===== src/rtl/key_event_pkg.sv =====
// Shared types and sizing helpers for the key event decoder.
package key_event_pkg;

  typedef enum logic [1:0] {
    IDLE    = 2'd0,
    PRESSED = 2'd1,
    LONG    = 2'd2
  } key_evt_state_t;

  // Hold counter must reach the larger of the two thresholds without wrapping.
  function automatic int cnt_width(input int long_ticks, input int repeat_ticks);
    int m;
    m = (long_ticks > repeat_ticks) ? long_ticks : repeat_ticks;
    if (m < 1) m = 1;
    return $clog2(m + 1);
  endfunction

endpackage


===== src/rtl/key_tick_gen.sv =====
// Free-running timebase divider: one-cycle tick every DIV clocks, restartable by i_clr.
module key_tick_gen #(
  parameter int DIV = 50000
) (
  input  logic i_clk,
  input  logic i_rst,
  input  logic i_clr,
  output logic o_tick
);

  localparam int PW = (DIV > 1) ? $clog2(DIV) : 1;

  logic [PW-1:0] cnt_q, cnt_d;

  assign o_tick = (cnt_q == PW'(DIV - 1));

  always_comb begin
    cnt_d = cnt_q + 1'b1;
    if (i_clr || o_tick) cnt_d = '0;
  end

  always_ff @(posedge i_clk or posedge i_rst) begin
    if (i_rst) cnt_q <= '0;
    else       cnt_q <= cnt_d;
  end

endmodule


===== src/rtl/key_event_decoder.sv =====
// Turns a debounced key level into press/release/click/long/repeat pulses.
// Auto-repeat is built only when KEY_EVT_AUTOREPEAT_EN is defined.
module key_event_decoder
  import key_event_pkg::*;
#(
  parameter int F_CLK        = 50000000,
  parameter int F_TICK       = 1000,
  parameter int LONG_TICKS   = 1000,
  parameter int REPEAT_TICKS = 200
) (
  input  logic i_clk,
  input  logic i_rst,
  input  logic i_key_state,
  output logic o_press,
  output logic o_release,
  output logic o_click,
  output logic o_long,
  output logic o_repeat,
  output logic o_held
);

  localparam int DIV   = F_CLK / F_TICK;
  localparam int CNT_W = cnt_width(LONG_TICKS, REPEAT_TICKS);
  localparam logic [CNT_W-1:0] LONG_LAST = CNT_W'(LONG_TICKS - 1);

  key_evt_state_t   state_q, state_d;
  logic             key_q, fall, rise, tick;
  logic             long_hit, rep_hit, cnt_en;
  logic [CNT_W-1:0] tick_cnt_q, tick_cnt_d;
  logic             press_d, release_d, click_d, long_d, repeat_d, held_d;
  logic             press_q, release_q, click_q, long_q, repeat_q, held_q;

  assign fall = key_q & ~i_key_state;
  assign rise = ~key_q & i_key_state;

  // Restarting the divider on the press aligns hold timing to the press itself.
  key_tick_gen #(.DIV(DIV)) u_tick (
    .i_clk  (i_clk),
    .i_rst  (i_rst),
    .i_clr  (fall),
    .o_tick (tick)
  );

  assign long_hit = tick && (tick_cnt_q == LONG_LAST);

`ifdef KEY_EVT_AUTOREPEAT_EN
  localparam logic [CNT_W-1:0] REP_LAST = CNT_W'(REPEAT_TICKS - 1);
  assign rep_hit = tick && (tick_cnt_q == REP_LAST);
  assign cnt_en  = tick && (state_q != IDLE);
`else
  assign rep_hit = 1'b0;
  assign cnt_en  = tick && (state_q == PRESSED);
`endif

  always_ff @(posedge i_clk or posedge i_rst) begin
    if (i_rst) begin
      state_q    <= IDLE;
      key_q      <= 1'b1;
      tick_cnt_q <= '0;
    end else begin
      state_q    <= state_d;
      key_q      <= i_key_state;
      tick_cnt_q <= tick_cnt_d;
    end
  end

  always_comb begin
    state_d = state_q;
    case (state_q)
      IDLE:    if (fall) state_d = PRESSED;
      PRESSED: begin
        if (rise)          state_d = IDLE;
        else if (long_hit) state_d = LONG;
      end
      LONG:    if (rise) state_d = IDLE;
      default: state_d = IDLE;
    endcase
  end

  // A release in the same cycle as a threshold suppresses the threshold event.
  always_comb begin
    press_d   = 1'b0;
    release_d = 1'b0;
    click_d   = 1'b0;
    long_d    = 1'b0;
    repeat_d  = 1'b0;
    case (state_q)
      IDLE:    press_d = fall;
      PRESSED: begin
        release_d = rise;
        click_d   = rise;
        long_d    = ~rise & long_hit;
      end
      LONG: begin
        release_d = rise;
        repeat_d  = ~rise & rep_hit;
      end
      default: ;
    endcase
    held_d = (state_d != IDLE);
  end

  always_comb begin
    tick_cnt_d = tick_cnt_q;
    if (fall || long_d || repeat_d) tick_cnt_d = '0;
    else if (cnt_en)                tick_cnt_d = tick_cnt_q + 1'b1;
  end

  always_ff @(posedge i_clk or posedge i_rst) begin
    if (i_rst) begin
      press_q   <= 1'b0;
      release_q <= 1'b0;
      click_q   <= 1'b0;
      long_q    <= 1'b0;
      repeat_q  <= 1'b0;
      held_q    <= 1'b0;
    end else begin
      press_q   <= press_d;
      release_q <= release_d;
      click_q   <= click_d;
      long_q    <= long_d;
      repeat_q  <= repeat_d;
      held_q    <= held_d;
    end
  end

  assign o_press   = press_q;
  assign o_release = release_q;
  assign o_click   = click_q;
  assign o_long    = long_q;
  assign o_repeat  = repeat_q;
  assign o_held    = held_q;

endmodule


===== config.mk =====
export PLATFORM = sky130hd
export DESIGN_NAME = key_event_decoder
export DESIGN_NICKNAME = d
export VERILOG_FILES = /design/src/rtl/key_event_pkg.sv /design/src/rtl/key_tick_gen.sv /design/src/rtl/key_event_decoder.sv
export SDC_FILE = /design/constraint.sdc
export NUM_CORES = 1
export LEC_CHECK = 0
export CAP_MARGIN = 15
export CORE_ASPECT_RATIO = 0.6
export CORE_MARGIN = 5
export CORE_UTILIZATION = 45
export DETAILED_ROUTE_END_ITERATION = 10
export SKIP_CTS_REPAIR_TIMING = 1
export SLEW_MARGIN = 20
export SYNTH_ARGS = -nofsm -noshare
export SYNTH_HDL_FRONTEND = slang
export SYNTH_SLANG_ARGS = --single-unit
export TNS_END_PERCENT = 30

===== constraint.sdc =====
create_clock -name i_clk -period 2.8 [get_ports i_clk]
set_input_delay 0.56 -clock i_clk [delete_from_list [all_inputs] [get_ports i_clk]]
set_output_delay 0.56 -clock i_clk [all_outputs]
set_load 0.05 [all_outputs]

==> flow_summary_export.csv <==
group,metric,value,unit
worst_setup_path,path_class,"reg -> reg",
global_routing,grt_max_degree,35,
floorplan,initial_core_util,0.479,
global_routing,grt_pass1_vias,1339,
timing,fin_setup_tns,0,ns
floorplan,die-area,0.00544,mm²
worst_setup_path,arrival,2.48,ns
hold_path,hold_class,"reg -> reg",
synth,syn_nets,191,
global_routing,grt_pass1_wl,6760,µm
synth,ys_types,42,
placed_design,dp_cells,234,
clock_tree,cts.path.max_buffers,2,
clock_tree,clkSinkCount,34,
detailed_routing,firstDrtPassIters,4,
detailed_routing,wirelength,3990,µm
clock_tree,clk_pin_slew_worst_paths,0.07,ns
synth,syn_inst,182,
synth,yosysWarnings,0,
finish,stdcell_count,242,
power_and_ir_drop,leakagePower,0.849,nW
detailed_routing,wl_per_cell,16.5,µm
finish,layout-drive-gt1-share,0.0821,
detailed_routing,antenna_left,0,
detailed_routing,drc,0,
timing,fin_crit_sh,0.832,
synth,ys_seq_area_frac,0.470,
power_and_ir_drop,p_per_area,576,mW/mm²
global_routing,grt_overflow,0,
floorplan,ios,9,
synth,synth-main-ff-cell,"dfrtp_1",
synth,avgSynthCellArea,9.97,µm²
detailed_routing,via_per_inst,5.90,
timing,period_needed,2.33,ns
floorplan,die_w,92.0,µm
synth,synth_seq_cells,34,
clock_tree,htreeDepth,2,
timing,clock_skew,0.00642,ns
placed_design,place_congestion,0.877,
clock_tree,cts_inserted_buffers,5,
timing,slew_headroom,0.550,
clock_tree,cts_tree,"done",
synth,netlist_area,0.00181,mm²
placed_design,port_buffers,7,
timing,hold_violations,0,
timing,max_freq,429,MHz
outcome,status,"complete, no violations",
global_routing,grtUsageTotal,0.162,
worst_setup_path,worst_setup_path_end_kind,"register",
finish,areaGrowthSynthToFinish,11.9,%
power_and_ir_drop,ir_drop,0.000250,V
placed_design,post-dp-hpwl,2880,µm
worst_setup_path,crit_path_max_fanout,18,
timing,tightestPinTransition,0.670,ns
floorplan,core,0.00379,mm²
clock_tree,worstSkewPairLatency,0.29,ns
floorplan,die_y,59.2,µm
synth,synthArstFlopShare,1.00,
worst_setup_path,critPathRequiredTime,2.95,ns
job,drv_cap,0,
detailed_routing,drt_iter0_markers,100,
worst_setup_path,r2r_slack,0.47,ns
worst_setup_path,critPathLaunchType,"register",
timing,drv_slew,0,
detailed_routing,dr_total_vias,1428,
floorplan,num_rows,17,
finish,nNetsFinal,203,
global_routing,antenna_found_initial,0,
clock_tree,cts-root-buf,"clkbuf_8",
timing,setup_viol,0,
timing,rsz0062_at_grt,"false",
finish,diodes,0,
synth,synth_enable_flop_cells,0,
power by group:
group / leakage (nW) / switching [W] / internal [W] / total (W)
clock: 0.0482 / 0.000176 / 0.000198 / 0.000374
combinational: 0.339 / 0.000137 / 0.0000767 / 0.000214
sequential: 0.462 / 0.0000483 / 0.000534 / 0.000583
total: 0.849 / 0.000361 / 0.000809 / 0.00117
logic make-up (layout without fill, tap and decap cells):
logic type,after synthesis,count (layout),synth area share
adders and majority gates,6,6,0.0414
and+or+nand+nor,89,89,0.292
AOI/OAI and AO/OA,24,24,0.0938
xor gates and xnor gates,15,15,0.0724
buffers and inverters,13,26,0.0290
other,1,1,0.00207
DFF,34,34,0.470
metrics by stage:
stage	hold slack (ns)	total power, W	setup slack (ns)	utilization	cell area [µm²]
floorplan	0.494	0.000731	0.941	-	1810
global placement	0.514	0.000794	0.587	0.512	1940
detailed placement	0.537	0.000803	0.524	0.512	1940
CTS	0.548	0.00118	0.506	0.536	2030
global route	0.571	0.00122	0.252	0.536	2030
finish	0.553	0.00117	0.470	0.536	2030
state kept, by name, summed over array words and instances, names as in the netlist:
| signal | flops |
|---|---|
| u_tick.cnt_q | 16 |
| tick_cnt_q | 10 |
| o_held | 1 |
| o_click | 1 |
| state_q | 2 |
| o_release | 1 |
| o_press | 1 |
| key_q | 1 |
| o_long | 1 |
Yosys cell counts, types with 3 or more instances:
library cell	instances	area share
dfrtp_1	33	0.46
nor2_1	21	0.043
nand3_1	12	0.033
xnor2_1	12	0.058
inv_1	9	0.019
nor3_1	8	0.022
nand2_1	7	0.014
and3_1	6	0.021
ha_1	6	0.041
nand4_1	6	0.021
a211oi_1	5	0.021
o21ai_0	5	0.014
nor4_1	4	0.014
o31ai_1	4	0.017
or3_1	4	0.014
and4_1	3	0.014
clkbuf_1	3	0.0062
or4_1	3	0.012
xor2_1	3	0.014
cell type report:
cell class / count / area (µm²)
Clock inverter: 1 / 5.00
Multi-Input combinational cell: 135 / 910
Sequential cell: 34 / 852
Clock buffer: 7 / 86.3
Inverter: 9 / 33.8
Fill cell: 354 / 1760
Tap cell: 47 / 58.8
Timing Repair Buffer: 9 / 85.1
final timing paths:
path	start	endpoint	cells past startpoint
min reg2reg	u_tick.cnt_q[0]	u_tick.cnt_q[0]	1
min in group asynchronous	i_rst	u_tick.cnt_q[15]	3
min	u_tick.cnt_q[0]	u_tick.cnt_q[0]	1
max reg2reg	state_q[1]	tick_cnt_q[0]	6
max in group asynchronous	i_rst	key_q	3
max	state_q[1]	tick_cnt_q[0]	6
metal layers:
metal  vias up  GRT usage  share of wire  wire (µm)
li1        691          -              -          -
met1       687      0.246           0.55       2190
met2        41      0.217           0.38       1520
met3         9     0.0393          0.054        216
met4         0     0.0655          0.015         61
met5         -          0              0          0
cells in the final DEF (no fill, tap or decap), types with 7 or more instances in the layout:
| cell type | n |
|---|---|
| xnor2_1 | 12 |
| nor3_1 | 8 |
| nand2_1 | 7 |
| inv_1 | 9 |
| nor2_1 | 21 |
| dfrtp_1 | 33 |
| nand3_1 | 12 |
| clkdlybuf4s50_1 | 7 |
critical path, stage by stage (launching register included):
cell and delay [ns]:
dfrtp_1 0.41, inv_1 0.11, ha_1 0.24, and4_1 0.25, nand4_2 0.36, o21ai_1 0.68, nor3_1 0.13
(Power assumes the default switching activity.)
